<file path="config.mk">
export PLATFORM = sky130hd
export DESIGN_NAME = mem_access_ctrl_flat
export DESIGN_NICKNAME = d
export VERILOG_FILES = /design/src/rtl/mem_access_ctrl_if.sv /design/src/rtl/mem_access_ctrl.sv /design/src/flat_wrapper.sv
export SDC_FILE = /design/constraint.sdc
export NUM_CORES = 1
export LEC_CHECK = 0
export ABC_CLOCK_PERIOD_IN_PS = 3120
export CAP_MARGIN = 20
export CORE_ASPECT_RATIO = 2
export CORE_MARGIN = 2
export CORE_UTILIZATION = 35
export DETAILED_ROUTE_END_ITERATION = 16
export PLACE_DENSITY_LB_ADDON = 0.05
export REMOVE_ABC_BUFFERS = 1
export SETUP_SLACK_MARGIN = 0.4
export SYNTH_ARGS = -nofsm -noshare
export SYNTH_HDL_FRONTEND = slang
export SYNTH_SLANG_ARGS = --single-unit
</file>
<file path="constraint.sdc">
create_clock -name clk -period 3.12 [get_ports clk]
set_clock_uncertainty 0.2 [all_clocks]
set_input_delay 0.936 -clock clk [delete_from_list [all_inputs] [get_ports clk]]
set_output_delay 0.936 -clock clk [all_outputs]
set_load 0.05 [all_outputs]
</file>
<file path="src/rtl/mem_access_ctrl_if.sv">
// Signal bundle between the CPU / MMU / SRAM side and mem_access_ctrl.
// Byte-lane signals exist only when MEMCTL_BYTE_LANES_EN is defined.
interface mem_access_ctrl_if;
  logic        cpu_req;
  logic        cpu_we;
  logic [15:0] cpu_addr;
  logic [15:0] cpu_wdata;
  logic        cpu_ack;
  logic [15:0] cpu_rdata;
  logic        cpu_busy;
  logic [15:0] mmu_addr;
  logic [17:0] mmu_paddr;
  logic [17:0] sram_addr;
  logic [15:0] sram_dq_out;
  logic [15:0] sram_dq_in;
  logic        sram_dq_oe;
  logic        sram_ce_n;
  logic        sram_oe_n;
  logic        sram_we_n;
`ifdef MEMCTL_BYTE_LANES_EN
  logic [1:0]  cpu_be;
  logic        sram_ub_n;
  logic        sram_lb_n;
`endif

  // Controller view.
  modport slave (
    input  cpu_req, cpu_we, cpu_addr, cpu_wdata, mmu_paddr, sram_dq_in,
`ifdef MEMCTL_BYTE_LANES_EN
    input  cpu_be,
    output sram_ub_n, sram_lb_n,
`endif
    output cpu_ack, cpu_rdata, cpu_busy, mmu_addr, sram_addr, sram_dq_out,
    output sram_dq_oe, sram_ce_n, sram_oe_n, sram_we_n
  );

  // CPU / MMU / SRAM environment view.
  modport master (
    output cpu_req, cpu_we, cpu_addr, cpu_wdata, mmu_paddr, sram_dq_in,
`ifdef MEMCTL_BYTE_LANES_EN
    output cpu_be,
    input  sram_ub_n, sram_lb_n,
`endif
    input  cpu_ack, cpu_rdata, cpu_busy, mmu_addr, sram_addr, sram_dq_out,
    input  sram_dq_oe, sram_ce_n, sram_oe_n, sram_we_n
  );
endinterface

</file>
<file path="src/rtl/mem_access_ctrl.sv">
// CPU -> MMU -> async SRAM access sequencer with programmable wait states.
// Optional byte-lane strobes are enabled by defining MEMCTL_BYTE_LANES_EN.
module mem_access_ctrl #(
  parameter int unsigned WAIT_STATES = 1
) (
  input  logic              clk,
  input  logic              rst_n,
  mem_access_ctrl_if.slave  bus
);

  typedef enum logic [1:0] {
    IDLE   = 2'd0,
    XLATE  = 2'd1,
    ACCESS = 2'd2,
    ACK    = 2'd3
  } state_t;

  localparam logic [3:0] WAIT_LD = 4'(WAIT_STATES);

  state_t      state_q, state_d;
  logic [15:0] addr_q, addr_d;
  logic [15:0] wdata_q, wdata_d;
  logic        we_q, we_d;
  logic [3:0]  cnt_q, cnt_d;
  logic [17:0] sram_addr_q, sram_addr_d;
  logic [15:0] dq_out_q, dq_out_d;
  logic [15:0] rdata_q, rdata_d;
  logic        ack_q, ack_d;
  logic        busy_q, busy_d;
  logic        ce_n_q, ce_n_d;
  logic        oe_n_q, oe_n_d;
  logic        we_n_q, we_n_d;
  logic        dq_oe_q, dq_oe_d;
  logic [1:0]  be_s;
  logic [15:0] rd_mask_s;
  logic        in_access_s;

`ifdef MEMCTL_BYTE_LANES_EN
  logic [1:0]  be_q, be_d;
  logic        ub_n_q, ub_n_d;
  logic        lb_n_q, lb_n_d;
  assign be_s = be_q;
`else
  assign be_s = 2'b11;
`endif

  assign rd_mask_s = {{8{be_s[1]}}, {8{be_s[0]}}};
  // Held through XLATE so the MMU offset bits stay valid during the lookup.
  assign bus.mmu_addr = (state_q == IDLE) ? bus.cpu_addr : addr_q;

  // Next-state, request latching and registered-output next values.
  always_comb begin
    state_d     = state_q;
    addr_d      = addr_q;
    wdata_d     = wdata_q;
    we_d        = we_q;
    cnt_d       = cnt_q;
    sram_addr_d = sram_addr_q;
    dq_out_d    = dq_out_q;
    rdata_d     = rdata_q;
`ifdef MEMCTL_BYTE_LANES_EN
    be_d        = be_q;
`endif
    case (state_q)
      IDLE: begin
        if (bus.cpu_req) begin
          addr_d  = bus.cpu_addr;
          wdata_d = bus.cpu_wdata;
          we_d    = bus.cpu_we;
`ifdef MEMCTL_BYTE_LANES_EN
          be_d    = bus.cpu_be;
`endif
          state_d = XLATE;
        end else begin
          state_d = IDLE;
        end
      end
      XLATE: begin
        sram_addr_d = bus.mmu_paddr;
        dq_out_d    = wdata_q;
        cnt_d       = WAIT_LD;
        state_d     = ACCESS;
      end
      ACCESS: begin
        if (cnt_q == 4'd0) begin
          if (!we_q) begin
            rdata_d = bus.sram_dq_in & rd_mask_s;
          end else begin
            rdata_d = rdata_q;
          end
          state_d = ACK;
        end else begin
          cnt_d = cnt_q - 4'd1;
        end
      end
      ACK: begin
        state_d = IDLE;
      end
      default: begin
        state_d = IDLE;
      end
    endcase

    // Strobes are flops loaded from the next state, so they are glitch-free
    // and the async reset releases them immediately.
    in_access_s = (state_d == ACCESS);
    ce_n_d  = !(in_access_s && (be_s != 2'b00));
    oe_n_d  = !(in_access_s && (be_s != 2'b00) && !we_q);
    we_n_d  = !(in_access_s && (be_s != 2'b00) && we_q);
    dq_oe_d = in_access_s && we_q;
    ack_d   = (state_d == ACK);
    busy_d  = (state_d != IDLE);
`ifdef MEMCTL_BYTE_LANES_EN
    ub_n_d  = !(in_access_s && be_s[1]);
    lb_n_d  = !(in_access_s && be_s[0]);
`endif
  end

  // State and datapath registers.
  always_ff @(posedge clk or negedge rst_n) begin
    if (!rst_n) begin
      state_q     <= IDLE;
      addr_q      <= 16'h0000;
      wdata_q     <= 16'h0000;
      we_q        <= 1'b0;
      cnt_q       <= 4'd0;
      sram_addr_q <= 18'h00000;
      dq_out_q    <= 16'h0000;
      rdata_q     <= 16'h0000;
      ack_q       <= 1'b0;
      busy_q      <= 1'b0;
      ce_n_q      <= 1'b1;
      oe_n_q      <= 1'b1;
      we_n_q      <= 1'b1;
      dq_oe_q     <= 1'b0;
`ifdef MEMCTL_BYTE_LANES_EN
      be_q        <= 2'b11;
      ub_n_q      <= 1'b1;
      lb_n_q      <= 1'b1;
`endif
    end else begin
      state_q     <= state_d;
      addr_q      <= addr_d;
      wdata_q     <= wdata_d;
      we_q        <= we_d;
      cnt_q       <= cnt_d;
      sram_addr_q <= sram_addr_d;
      dq_out_q    <= dq_out_d;
      rdata_q     <= rdata_d;
      ack_q       <= ack_d;
      busy_q      <= busy_d;
      ce_n_q      <= ce_n_d;
      oe_n_q      <= oe_n_d;
      we_n_q      <= we_n_d;
      dq_oe_q     <= dq_oe_d;
`ifdef MEMCTL_BYTE_LANES_EN
      be_q        <= be_d;
      ub_n_q      <= ub_n_d;
      lb_n_q      <= lb_n_d;
`endif
    end
  end

  assign bus.cpu_ack     = ack_q;
  assign bus.cpu_rdata   = rdata_q;
  assign bus.cpu_busy    = busy_q;
  assign bus.sram_addr   = sram_addr_q;
  assign bus.sram_dq_out = dq_out_q;
  assign bus.sram_dq_oe  = dq_oe_q;
  assign bus.sram_ce_n   = ce_n_q;
  assign bus.sram_oe_n   = oe_n_q;
  assign bus.sram_we_n   = we_n_q;
`ifdef MEMCTL_BYTE_LANES_EN
  assign bus.sram_ub_n   = ub_n_q;
  assign bus.sram_lb_n   = lb_n_q;
`endif

endmodule

</file>
<file path="src/flat_wrapper.sv">
// flat-port wrapper written by rule: the top's interface ports become plain ports
module mem_access_ctrl_flat 
#(
  parameter int unsigned WAIT_STATES = 1
)
  (clk, rst_n, bus_cpu_req, bus_cpu_we, bus_cpu_addr, bus_cpu_wdata, bus_mmu_paddr, bus_sram_dq_in, bus_cpu_ack, bus_cpu_rdata, bus_cpu_busy, bus_mmu_addr, bus_sram_addr, bus_sram_dq_out, bus_sram_dq_oe, bus_sram_ce_n, bus_sram_oe_n, bus_sram_we_n);
  mem_access_ctrl_if bus_i ();
  input  logic clk;
  input  logic rst_n;
  input wire logic [$bits(bus_i.cpu_req)-1:0] bus_cpu_req;
  input wire logic [$bits(bus_i.cpu_we)-1:0] bus_cpu_we;
  input wire logic [$bits(bus_i.cpu_addr)-1:0] bus_cpu_addr;
  input wire logic [$bits(bus_i.cpu_wdata)-1:0] bus_cpu_wdata;
  input wire logic [$bits(bus_i.mmu_paddr)-1:0] bus_mmu_paddr;
  input wire logic [$bits(bus_i.sram_dq_in)-1:0] bus_sram_dq_in;
  output wire logic [$bits(bus_i.cpu_ack)-1:0] bus_cpu_ack;
  output wire logic [$bits(bus_i.cpu_rdata)-1:0] bus_cpu_rdata;
  output wire logic [$bits(bus_i.cpu_busy)-1:0] bus_cpu_busy;
  output wire logic [$bits(bus_i.mmu_addr)-1:0] bus_mmu_addr;
  output wire logic [$bits(bus_i.sram_addr)-1:0] bus_sram_addr;
  output wire logic [$bits(bus_i.sram_dq_out)-1:0] bus_sram_dq_out;
  output wire logic [$bits(bus_i.sram_dq_oe)-1:0] bus_sram_dq_oe;
  output wire logic [$bits(bus_i.sram_ce_n)-1:0] bus_sram_ce_n;
  output wire logic [$bits(bus_i.sram_oe_n)-1:0] bus_sram_oe_n;
  output wire logic [$bits(bus_i.sram_we_n)-1:0] bus_sram_we_n;
  assign bus_i.cpu_req = bus_cpu_req;
  assign bus_i.cpu_we = bus_cpu_we;
  assign bus_i.cpu_addr = bus_cpu_addr;
  assign bus_i.cpu_wdata = bus_cpu_wdata;
  assign bus_i.mmu_paddr = bus_mmu_paddr;
  assign bus_i.sram_dq_in = bus_sram_dq_in;
  assign bus_cpu_ack = bus_i.cpu_ack;
  assign bus_cpu_rdata = bus_i.cpu_rdata;
  assign bus_cpu_busy = bus_i.cpu_busy;
  assign bus_mmu_addr = bus_i.mmu_addr;
  assign bus_sram_addr = bus_i.sram_addr;
  assign bus_sram_dq_out = bus_i.sram_dq_out;
  assign bus_sram_dq_oe = bus_i.sram_dq_oe;
  assign bus_sram_ce_n = bus_i.sram_ce_n;
  assign bus_sram_oe_n = bus_i.sram_oe_n;
  assign bus_sram_we_n = bus_i.sram_we_n;
  mem_access_ctrl #(.WAIT_STATES(WAIT_STATES)) u_core (.clk(clk), .rst_n(rst_n), .bus(bus_i));
endmodule
</file>
==> results of run 1 <==
-- layout make-up --
type | count | area (um2) | area share
timing repair buffer | 158 | 1730 | 0.286
inverter | 6 | 22.5 | 0.00374
tap | 140 | 175 | 0.0291
multi-input combinational | 133 | 1430 | 0.237
clock buffer | 11 | 233 | 0.0386
clock inverter | 5 | 58.8 | 0.00976
sequential | 95 | 2380 | 0.395
-- kinds of logic (layout without fill, tap and decap cells) --
group	after synthesis	in the layout	synth area share
muxes	100	100	0.295
DFF	95	95	0.624
and+or+nand+nor	20	20	0.0292
buffers and inverters	18	180	0.0213
AOI/OAI and AO/OA	8	8	0.0151
adders and majority gates	5	5	0.0164
-- per-layer routing --
metal / routed length [um] / part of all wire / up-vias
li1: - / - / 1174
met1: 3380 / 0.40 / 1275
met2: 4370 / 0.52 / 84
met3: 501 / 0.060 / 10
met4: 150 / 0.018 / 0
met5: 0 / 0 / -
-- worst min path at each step --
| stage | slack [ns] | endpoint | cells after the start | from |
|---|---|---|---|---|
| 2_1_floorplan | 0.27 | u_core.bus.sram_dq_out[0]$_DFFE_PN0P_ | 1 | u_core.wdata_q[0]$_DFFE_PN0P_ |
| 6_report | 0.30 | u_core.wdata_q[10]$_DFFE_PN0P_ | 1 | u_core.wdata_q[10]$_DFFE_PN0P_ |
| 5_1_grt | 0.32 | u_core.addr_q[1]$_DFFE_PN0P_ | 1 | u_core.addr_q[1]$_DFFE_PN0P_ |
| 4_1_cts | 0.30 | u_core.wdata_q[10]$_DFFE_PN0P_ | 1 | u_core.wdata_q[10]$_DFFE_PN0P_ |
| 3_5_place_dp | 0.29 | u_core.bus.sram_dq_out[6]$_DFFE_PN0P_ | 1 | u_core.wdata_q[6]$_DFFE_PN0P_ |
| 3_3_place_gp | 0.28 | u_core.bus.sram_dq_out[5]$_DFFE_PN0P_ | 1 | u_core.wdata_q[5]$_DFFE_PN0P_ |
-- cells in the mapped netlist --
library cell	n	area (um2)
a21o_1	1	7.51
a21oi_1	1	5.00
a22o_1	1	8.76
a22o_2	1	10.0
a311oi_1	1	8.76
and3_1	1	6.26
buf_1	2	7.51
buf_2	2	10.0
buf_8	1	15.0
clkbuf_1	7	26.3
dfrtp_1	92	2300
dfstp_2	3	78.8
ha_1	5	62.6
inv_1	6	22.5
mux2_2	99	1110
mux2i_1	1	10.0
nand2_1	6	22.5
nand2b_1	2	12.5
nand3_1	2	10.0
nor2_1	4	15.0
nor2b_1	1	6.26
nor3_1	1	5.00
nor3b_4	1	18.8
o211ai_1	1	7.51
o21ai_0	2	10.0
or3_1	1	6.26
or3b_1	1	8.76
-- metrics by stage --
| stage | area, um2 | util | instances | hold slack (ns) | setup slack, ns |
|---|---|---|---|---|---|
| 2_1_floorplan | 3760 | - | 234 | 0.274 | 0.408 |
| 3_3_place_gp | 5580 | 0.520 | 522 | 0.279 | 0.184 |
| 3_5_place_dp | 5580 | 0.520 | 522 | 0.288 | 0.161 |
| 4_1_cts | 6000 | 0.558 | 544 | 0.305 | 0.369 |
| 5_1_grt | 6030 | 0.561 | 548 | 0.316 | 0.338 |
| 6_report | 6030 | 0.561 | 548 | 0.301 | 0.372 |
-- flip-flops by register name (all words and copies together) (netlist names) --
signal                  count
u_core.addr_q              16
u_core.bus.cpu_ack          1
u_core.bus.cpu_busy         1
u_core.bus.cpu_rdata       16
u_core.bus.sram_addr       18
u_core.bus.sram_ce_n        1
u_core.bus.sram_dq_oe       1
u_core.bus.sram_dq_out     16
u_core.bus.sram_oe_n        1
u_core.bus.sram_we_n        1
u_core.cnt_q                4
u_core.state_q              2
u_core.wdata_q             16
u_core.we_q                 1
-- cell usage in the layout (no fill, tap or decap), types with 2 or more instances in the layout --
master,Yosys,layout
clkdlybuf4s50_1,0,105
buf_6,0,2
nand2_1,6,6
mux2_2,99,83
clkdlybuf4s15_1,0,11
nand3_1,2,2
inv_2,0,2
clkbuf_1,7,2
buf_12,0,18
clkinvlp_4,0,2
dlygate4sd2_1,0,8
mux2_4,0,16
clkbuf_16,0,9
nand2b_1,2,2
nor2_1,4,4
buf_4,0,13
dfrtp_1,92,92
dfstp_2,3,3
inv_1,6,4
o21ai_0,2,2
ha_1,5,3
-- critical path, stage by stage --
cell and delay, ns:
dlygate4sd2_1 0.25, mux2_4 0.27, buf_12 0.15
-- repair_timing --
action,in CTS,in global routing
resized for setup,55,0
setup buffers,5,4
setup endpoints to repair,19,16
pin swaps,1,0
gates cloned,1,0
==> out/qor.log, run 1 <==
INFO  outcome        outcome=completed
INFO  synth          synth-seq-area-share=0.624
INFO  floorplanning  die_area=0.0118mm2
INFO  setup_path     worst_ep_required_time=1.98ns
INFO  routing        drt_iter0_markers=118
INFO  sta            hold_violations=0
INFO  setup_path     critPathArrivalTime=1.61ns
INFO  sta            grt_setup_unrepaired=yes
INFO  placement      portBuffers=141
INFO  cts            cts-buffers-inserted=9
INFO  synth          ys.warnings.count=0
INFO  sta            layout_worst_path_cycle_share=0.881
INFO  floorplanning  count_of_standard_cell_rows=54
INFO  setup_path     critPathMaxFanout=2
INFO  global_routing grt_use_met3=0.0403
INFO  cts            htree_num_levels=3
INFO  cells_and_area diodes=0
INFO  setup_path     crit_path_start_kind=primary input
INFO  global_routing grt_first_pass_wirelength=13600um
INFO  hold_path      worst_hold_path_type=flop to flop
INFO  sta            final.setup.tns=0ns
INFO  routing        routed_via_density=4.64
INFO  setup_path     startpoint=bus_cpu_addr[13]
INFO  setup_path     crit_path_end=bus_mmu_addr[13]
INFO  routing        drt_pre_antenna_iters=4
INFO  sta            timing.final.crit_period=2.75ns
INFO  cts            cts_tree=yes
INFO  synth          synth_cells=246
INFO  cts            worst_skew_pair.late_latency=0.33ns
INFO  routing        antenna_left=0
INFO  synth          post_synth_num_cell_types=27
INFO  global_routing grt_util_all_layers=0.149
INFO  global_routing antenna_found_initial=0
INFO  cells_and_area nNetsFinal=478
INFO  global_routing grt.met2_usage=0.248
INFO  cts            max-clock-path-buffers=2
INFO  sta            report.final.slew_viol_count=0
INFO  global_routing grt.met1_usage=0.179
INFO  setup_path     r2r_cells=6
INFO  sta            timing.final.setup_violations=0
INFO  routing        detail_routed_net_length_per_standard_cell=15.3um
INFO  global_routing globalRoute.totalOverflow=0
INFO  cts            cts_sinks=95
INFO  setup_path     r2r_setup_slack=0.82ns
INFO  sta            timing_worst_slew_pin_value=0.542ns
INFO  synth          post_synth_instance_area=0.00382mm2
INFO  floorplanning  placeableCoreArea=0.0107mm2
INFO  cells_and_area n_fill_cell=902
INFO  floorplanning  die_w=77.9um
INFO  setup_path     crit-reg2reg-launch=u_core.cnt_q[0]$_DFFE_PN0P_
INFO  run            maxCapViolations=0
INFO  floorplanning  start_util=0.355
INFO  synth          ys_seq_elements=95
INFO  setup_path     critical_path_class=primary input to output port
INFO  cts            path_clk_slew=0.06ns
INFO  setup_path     capture_point_of_the_worst_reg_to_reg_path=u_core.bus.cpu_rdata[12]$_DFFE_PN0P_
INFO  cells_and_area flow.area_growth_from_synthesis=57.9%
INFO  global_routing vias_in_the_first_global_route=2733
INFO  placement      place.detailed.hpwl=5880um
INFO  sta            clock.fmax=364MHz
INFO  cells_and_area post_route_cells_drive_above_1_share=0.382
INFO  routing        vias=2543
INFO  cts            cts_hold_buf=0
INFO  global_routing grt_start_max_net_pins=43
INFO  global_routing grt_busiest_layer=met2
INFO  placement      globalplace.congestion=0.695
INFO  floorplanning  boundaryPins=142
INFO  routing        routed_wl=8400um
INFO  setup_path     critical_path.endpoint_type=output port
INFO  routing        remaining_drc_errors=0
INFO  sta            max-slew-margin-rel=0.638
INFO  floorplanning  die_h=152um
INFO  synth          synthesis.area_per_instance=15.5um2
INFO  cts            cts.root.buffer_cell=clkbuf_16
Power of run 1 is left out: the tool's default activity adds up to more than one toggle a clock period on the data nets, which glitch-free logic cannot reach.
==> run 2, diff against run 1 <==
--- a/config.mk
+++ b/config.mk
@@ -7,9 +7,10 @@
 export LEC_CHECK = 0
 export ABC_CLOCK_PERIOD_IN_PS = 3120
 export CAP_MARGIN = 20
-export CORE_ASPECT_RATIO = 2
+export CORE_ASPECT_RATIO = 1.75
 export CORE_MARGIN = 2
 export CORE_UTILIZATION = 35
+export CTS_CLUSTER_DIAMETER = 80
 export DETAILED_ROUTE_END_ITERATION = 16
 export PLACE_DENSITY_LB_ADDON = 0.05
 export REMOVE_ABC_BUFFERS = 1
==> run 2 against run 1 <==
  * Final cell count decreased by 2.7%
  * Count of clock-buffer cells in the layout unchanged
  * Die area fell by 0.15%
  * Cell area decreased by 0.60%
  * Global-route usage fell by 0.45 points
  * Via count fell by 1.5%
  * Critical path depth is 2 higher
  * Routed wire length shrank 2.5%
  * Critical path type is now flop to output port
==> out/qor.log, run 2 (same netlist as run 1, synthesis figures left out) <==
INFO  outcome        outcome=completed [unchanged]
INFO  global_routing grt_util_all_layers=0.144 [was 0.149]
INFO  cts            max-clock-path-buffers=2 [unchanged]
INFO  floorplanning  start_util=0.357 [was 0.355]
INFO  setup_path     startpoint=u_core.state_q[0]$_DFF_PN0_ [was bus_cpu_addr[13]]
INFO  setup_path     critPathArrivalTime=1.62ns [was 1.61 ns]
INFO  cts            cts-buffers-inserted=9 [unchanged]
INFO  cts            worst_skew_pair.late_latency=0.34ns [was 0.33 ns]
INFO  sta            report.final.slew_viol_count=0 [unchanged]
INFO  placement      place.detailed.hpwl=5680um [was 5880 um]
INFO  setup_path     capture_point_of_the_worst_reg_to_reg_path=u_core.bus.cpu_rdata[15]$_DFFE_PN0P_ [was u_core.bus.cpu_rdata[12]$_DFFE_PN0P_]
INFO  routing        drt_pre_antenna_iters=4 [unchanged]
INFO  cts            cts_hold_buf=0 [unchanged]
INFO  global_routing antenna_found_initial=0 [unchanged]
INFO  setup_path     crit_path_start_kind=flop [was primary input]
INFO  global_routing vias_in_the_first_global_route=2709 [was 2733]
INFO  routing        routed_wl=8190um [was 8400 um]
INFO  hold_path      hold-path-endpoint=u_core.wdata_q[7]$_DFFE_PN0P_ [was u_core.wdata_q[10]$_DFFE_PN0P_]
INFO  cells_and_area largest_reg_flops=18 [unchanged]
INFO  cts            cts_tree=yes [unchanged]
INFO  cells_and_area post_route_cells_drive_above_1_share=0.377 [was 0.382]
INFO  setup_path     critical_path.endpoint_type=output port [unchanged]
INFO  setup_path     critical_path_class=flop to output port [was primary input to output port]
INFO  global_routing grt_first_pass_wirelength=13600um [about the same]
INFO  floorplanning  boundaryPins=142 [unchanged]
INFO  cells_and_area diodes=0 [unchanged]
INFO  cells_and_area final_common_cell=clkdlybuf4s50_1 [unchanged]
INFO  placement      portBuffers=141 [unchanged]
INFO  setup_path     crit-reg2reg-launch=u_core.cnt_q[0]$_DFFE_PN0P_ [unchanged]
INFO  run            maxCapViolations=0 [unchanged]
INFO  routing        detail_routed_net_length_per_standard_cell=15.4um [was 15.3 um]
INFO  cts            cts_sinks=95 [unchanged]
INFO  floorplanning  placeableCoreArea=0.0107mm2 [about the same]
INFO  setup_path     r2r_cells=6 [unchanged]
INFO  sta            clock.fmax=363MHz [was 364 MHz]
INFO  hold_path      worst_hold_path_type=flop to flop [unchanged]
INFO  routing        vias=2506 [was 2543]
INFO  hold_path      hold_start=u_core.wdata_q[7]$_DFFE_PN0P_ [was u_core.wdata_q[10]$_DFFE_PN0P_]
INFO  placement      globalplace.congestion=0.698 [was 0.695]
INFO  sta            timing.final.crit_period=2.76ns [was 2.75 ns]
INFO  floorplanning  die_w=83.0um [was 77.9 um]
INFO  cts            path_clk_slew=0.06ns [about the same]
INFO  hold_path      timing.hold.worst_path_depth=1 [unchanged]
INFO  routing        antenna_left=0 [unchanged]
INFO  cells_and_area flow.area_growth_from_synthesis=56.9% [was 57.9%]
INFO  sta            layout_worst_path_cycle_share=0.884 [was 0.881]
INFO  sta            hold_violations=0 [unchanged]
INFO  floorplanning  count_of_standard_cell_rows=50 [was 54]
INFO  sta            timing.final.setup_violations=0 [unchanged]
INFO  setup_path     critPathMaxFanout=6 [was 2]
INFO  floorplanning  die_area=0.0118mm2 [about the same]
INFO  cts            cts.root.buffer_cell=clkbuf_16 [unchanged]
INFO  setup_path     r2r_setup_slack=0.81ns [was 0.82 ns]
INFO  sta            final.setup.tns=0ns [unchanged]
INFO  routing        remaining_drc_errors=0 [unchanged]
INFO  cts            htree_num_levels=3 [unchanged]
INFO  cells_and_area mostFrequentLayoutCells=105 x clkdlybuf4s50_1, 92 x dfrtp_1, 83 x mux2_2 [unchanged]
INFO  sta            timing_worst_slew_pin_value=0.553ns [was 0.542 ns]
INFO  sta            grt_setup_unrepaired=yes [unchanged]
INFO  cells_and_area nNetsFinal=473 [was 478]
INFO  routing        drt_iter0_markers=84 [was 118]
INFO  floorplanning  die_h=142um [was 152 um]
INFO  routing        routed_via_density=4.70 [was 4.64]
INFO  global_routing grt_start_max_net_pins=69 [was 43]
INFO  global_routing globalRoute.totalOverflow=0 [unchanged]
INFO  cells_and_area n_fill_cell=867 [was 902]
INFO  sta            max-slew-margin-rel=0.630 [was 0.638]
INFO  setup_path     worst_ep_required_time=1.98ns [about the same]
-- run 2: layer usage --
metal,vias to the layer above,track usage,part of all wire
li1,1169,-,-
met1,1239,0.169,0.40
met2,86,0.243,0.52
met3,12,0.0464,0.067
met4,0,0.0621,0.018
met5,-,0,0
-- run 2: stage by stage --
| step | setup slack, ns | cells | hold slack [ns] | utilization | cell area [um2] |
|---|---|---|---|---|---|
| floorplan | 0.408 | 234 | 0.274 | - | 3760 |
| global placement | 0.179 | 511 | 0.281 | 0.520 | 5560 |
| detailed placement | 0.167 | 511 | 0.290 | 0.520 | 5560 |
| CTS | 0.357 | 530 | 0.305 | 0.556 | 5950 |
| global route | 0.315 | 533 | 0.319 | 0.560 | 5990 |
| finish | 0.363 | 533 | 0.302 | 0.560 | 5990 |
-- run 2: what timing repair did --
action,CTS,global route
gates cloned,0,1
setup endpoints to repair,19,16
resized for setup,44,0
setup buffers,3,2
pin swaps,1,1
-- run 2: worst max-delay path by stage --
stage                                            endpoint  slack [ns]  cells after the start
after global placement                    bus_mmu_addr[7]        0.18                      3
after floorplan           u_core.bus.sram_dq_oe$_DFF_PN0_        0.41                      5
after detailed placement                  bus_mmu_addr[5]        0.17                      3
after global routing                      bus_mmu_addr[2]        0.32                      5
after CTS                                 bus_mmu_addr[1]        0.36                      5
final                                    bus_mmu_addr[12]        0.36                      5
-- run 2: cell type report --
type                            count  area [um2]  share of cell area
Sequential cell                    95        2380               0.397
Clock inverter                      5        65.1              0.0109
Timing Repair Buffer              153        1690               0.281
Clock buffer                       11         243              0.0405
Multi-Input combinational cell    133        1430               0.239
Inverter                            6        22.5             0.00376
Tap cell                          130         163              0.0271
-- run 2: worst max-delay path, stage by stage (launching register included) --
cell       delay (ns)
dfrtp_1          0.40
inv_2            0.08
ha_4             0.18
clkbuf_16        0.16
mux2_4           0.31
buf_12           0.15
Power of run 2 is left out for the same reason.
==> run 3, diff against run 2 <==
--- a/config.mk
+++ b/config.mk
@@ -12,6 +12,7 @@
 export CORE_UTILIZATION = 35
 export CTS_CLUSTER_DIAMETER = 80
 export DETAILED_ROUTE_END_ITERATION = 16
+export GPL_TIMING_DRIVEN = 0
 export PLACE_DENSITY_LB_ADDON = 0.05
 export REMOVE_ABC_BUFFERS = 1
 export SETUP_SLACK_MARGIN = 0.4
==> run 3 against run 2 <==
  * Flip-flop and latch count is the same
  * Cell area shrank 0.92%
  * Sequential share of layout area grew 0.37 points
  * Largest cell class unchanged
  * Routed wire length shrank 1.4%
  * First-iteration DRC count grew 1.2%
  * Utilization shrank 0.51 points
  * Critical path depth is the same
  * Final cell count shrank 0.56%
  * Count of clock-buffer cells in the layout shrank 1
  * Via count grew 0.24%
  * Non-clock buffer count shrank 3
==> out/qor.log, run 3 (same netlist as run 1, synthesis figures left out) <==
INFO  run            maxCapViolations=0 [unchanged]
INFO  cells_and_area post_route_cells_drive_above_1_share=0.378 [was 0.377]
INFO  setup_path     critical_path.endpoint_type=output port [unchanged]
INFO  cells_and_area mostFrequentLayoutCells=105 x clkdlybuf4s50_1, 92 x dfrtp_1, 83 x mux2_2 [unchanged]
INFO  cells_and_area final_common_cell=clkdlybuf4s50_1 [unchanged]
INFO  placement      globalplace.congestion=0.705 [was 0.698]
INFO  routing        vias=2512 [was 2506]
INFO  setup_path     critPathArrivalTime=1.64ns [was 1.62 ns]
INFO  routing        routed_via_density=4.74 [was 4.70]
INFO  sta            clock.fmax=361MHz [was 363 MHz]
INFO  sta            report.final.slew_viol_count=0 [unchanged]
INFO  sta            max-slew-margin-rel=0.427 [was 0.630]
INFO  cts            worst_skew_pair.late_latency=0.34ns [about the same]
INFO  sta            timing.final.crit_period=2.77ns [was 2.76 ns]
INFO  cts            cts_tree=yes [unchanged]
INFO  cts            htree_num_levels=3 [unchanged]
INFO  placement      dp.cells=506 [was 511]
INFO  routing        detail_routed_net_length_per_standard_cell=15.2um [was 15.4 um]
INFO  cells_and_area largest_reg_flops=18 [unchanged]
INFO  global_routing globalRoute.totalOverflow=0 [unchanged]
INFO  cts            cts.root.buffer_cell=clkbuf_16 [unchanged]
INFO  cts            path_clk_slew=0.07ns [was 0.06 ns]
INFO  floorplanning  die_h=142um [unchanged]
INFO  sta            timing.final.setup_violations=0 [unchanged]
INFO  sta            layout_worst_path_cycle_share=0.889 [was 0.884]
INFO  setup_path     critPathMaxFanout=8 [was 6]
INFO  cts            cts-buffers-inserted=9 [unchanged]
INFO  global_routing grt_start_max_net_pins=51 [was 69]
INFO  cells_and_area nNetsFinal=470 [was 473]
INFO  floorplanning  boundaryPins=142 [unchanged]
INFO  routing        remaining_drc_errors=0 [unchanged]
INFO  cells_and_area flow.area_growth_from_synthesis=55.5% [was 56.9%]
INFO  global_routing vias_in_the_first_global_route=2721 [was 2709]
INFO  setup_path     worst_ep_required_time=1.98ns [about the same]
INFO  floorplanning  start_util=0.357 [unchanged]
INFO  floorplanning  die_w=83.0um [unchanged]
INFO  routing        drt_iter0_markers=85 [was 84]
INFO  sta            hold_violations=0 [unchanged]
INFO  setup_path     crit_path_start_kind=flop [unchanged]
INFO  hold_path      worst_hold_path_type=flop to flop [unchanged]
INFO  global_routing grt_util_all_layers=0.142 [was 0.144]
INFO  setup_path     critical_path_class=flop to output port [unchanged]
INFO  outcome        outcome=completed [unchanged]
INFO  setup_path     r2r_setup_slack=0.83ns [was 0.81 ns]
INFO  cells_and_area diodes=0 [unchanged]
INFO  placement      portBuffers=141 [unchanged]
INFO  sta            timing_worst_slew_pin_value=0.859ns [was 0.553 ns]
INFO  placement      place.detailed.hpwl=5520um [was 5680 um]
INFO  global_routing antenna_found_initial=0 [unchanged]
INFO  floorplanning  placeableCoreArea=0.0107mm2 [unchanged]
INFO  cts            cts_sinks=95 [unchanged]
INFO  floorplanning  count_of_standard_cell_rows=50 [unchanged]
INFO  sta            grt_setup_unrepaired=yes [unchanged]
INFO  floorplanning  die_area=0.0118mm2 [unchanged]
INFO  global_routing grt_first_pass_wirelength=13400um [was 13600 um]
INFO  routing        drt_pre_antenna_iters=4 [unchanged]
INFO  routing        routed_wl=8070um [was 8190 um]
INFO  routing        antenna_left=0 [unchanged]
INFO  cts            cts_hold_buf=0 [unchanged]
INFO  cts            max-clock-path-buffers=2 [unchanged]
INFO  cells_and_area final_cells=530 [was 533]
==> run 3: changes by cell type in the layout (fill, tap and decap cells not counted), sizes merged <==
cell,before,now
buf,28,26
bufinv,1,2
clkbuf,12,10
clkdlybuf4s15,4,0
clkinv,3,0
clkinvlp,0,3
dlygate4sd2,15,19
==> run 3: what timing repair did <==
action                     4_1_cts  5_1_grt
setup endpoints to repair       59       33
gates cloned                     1        0
pin swaps                        1        1
resized for setup              169        1
buffers inserted                 6        1
==> run 3: area by class of cell <==
class | instances | area [um2]
clock buffers | 10 | 239
clock inverters | 6 | 91.3
fillers | 905 | 4760
inverters | 6 | 22.5
multi-input cells | 133 | 1440
flip-flops and latches | 95 | 2380
well taps | 130 | 163
repair buffers | 150 | 1600
==> run 3: final timing paths <==
kind | to | startpoint | cells after the start
min in group asynchronous | u_core.wdata_q[6]$_DFFE_PN0P_ | rst_n | 1
hold / removal | u_core.wdata_q[2]$_DFFE_PN0P_ | u_core.wdata_q[2]$_DFFE_PN0P_ | 1
setup reg to reg | u_core.bus.cpu_rdata[13]$_DFFE_PN0P_ | u_core.cnt_q[0]$_DFFE_PN0P_ | 6
hold reg to reg | u_core.wdata_q[2]$_DFFE_PN0P_ | u_core.wdata_q[2]$_DFFE_PN0P_ | 1
max in group asynchronous | u_core.state_q[1]$_DFF_PN0_ | rst_n | 2
setup / recovery | bus_mmu_addr[5] | u_core.state_q[0]$_DFF_PN0_ | 5
==> run 3: stage by stage <==
stage               hold slack, ns  worst slack [ns]  setup TNS (ns)  instance area (um2)   util
detailed placement           0.289            -0.388           -6.00                 5360  0.501
global placement             0.281             -2.70         -267.64                 5330  0.499
finish                       0.302             0.347               0                 5940  0.555
global route                 0.319             0.311               0                 5940  0.555
floorplan                    0.274             0.408               0                 3760      -
CTS                          0.304             0.342               0                 5910  0.553
==> run 3: routing by layer <==
layer,wire length (um),GRT usage,vias to the layer above,share of wire
met1,3070,0.157,1254,0.38
li1,-,-,1161,-
met3,459,0.0307,11,0.057
met2,4360,0.251,86,0.54
met4,185,0.0802,0,0.023
met5,0,0,-,0
==> run 3: critical path, stage by stage, from the launching register on <==
cell and delay [ns]:
dfrtp_1 0.40, inv_2 0.08, ha_4 0.19, buf_12 0.15
mux2_4 0.31, buf_8 0.15
Power of run 3 is left out for the same reason.
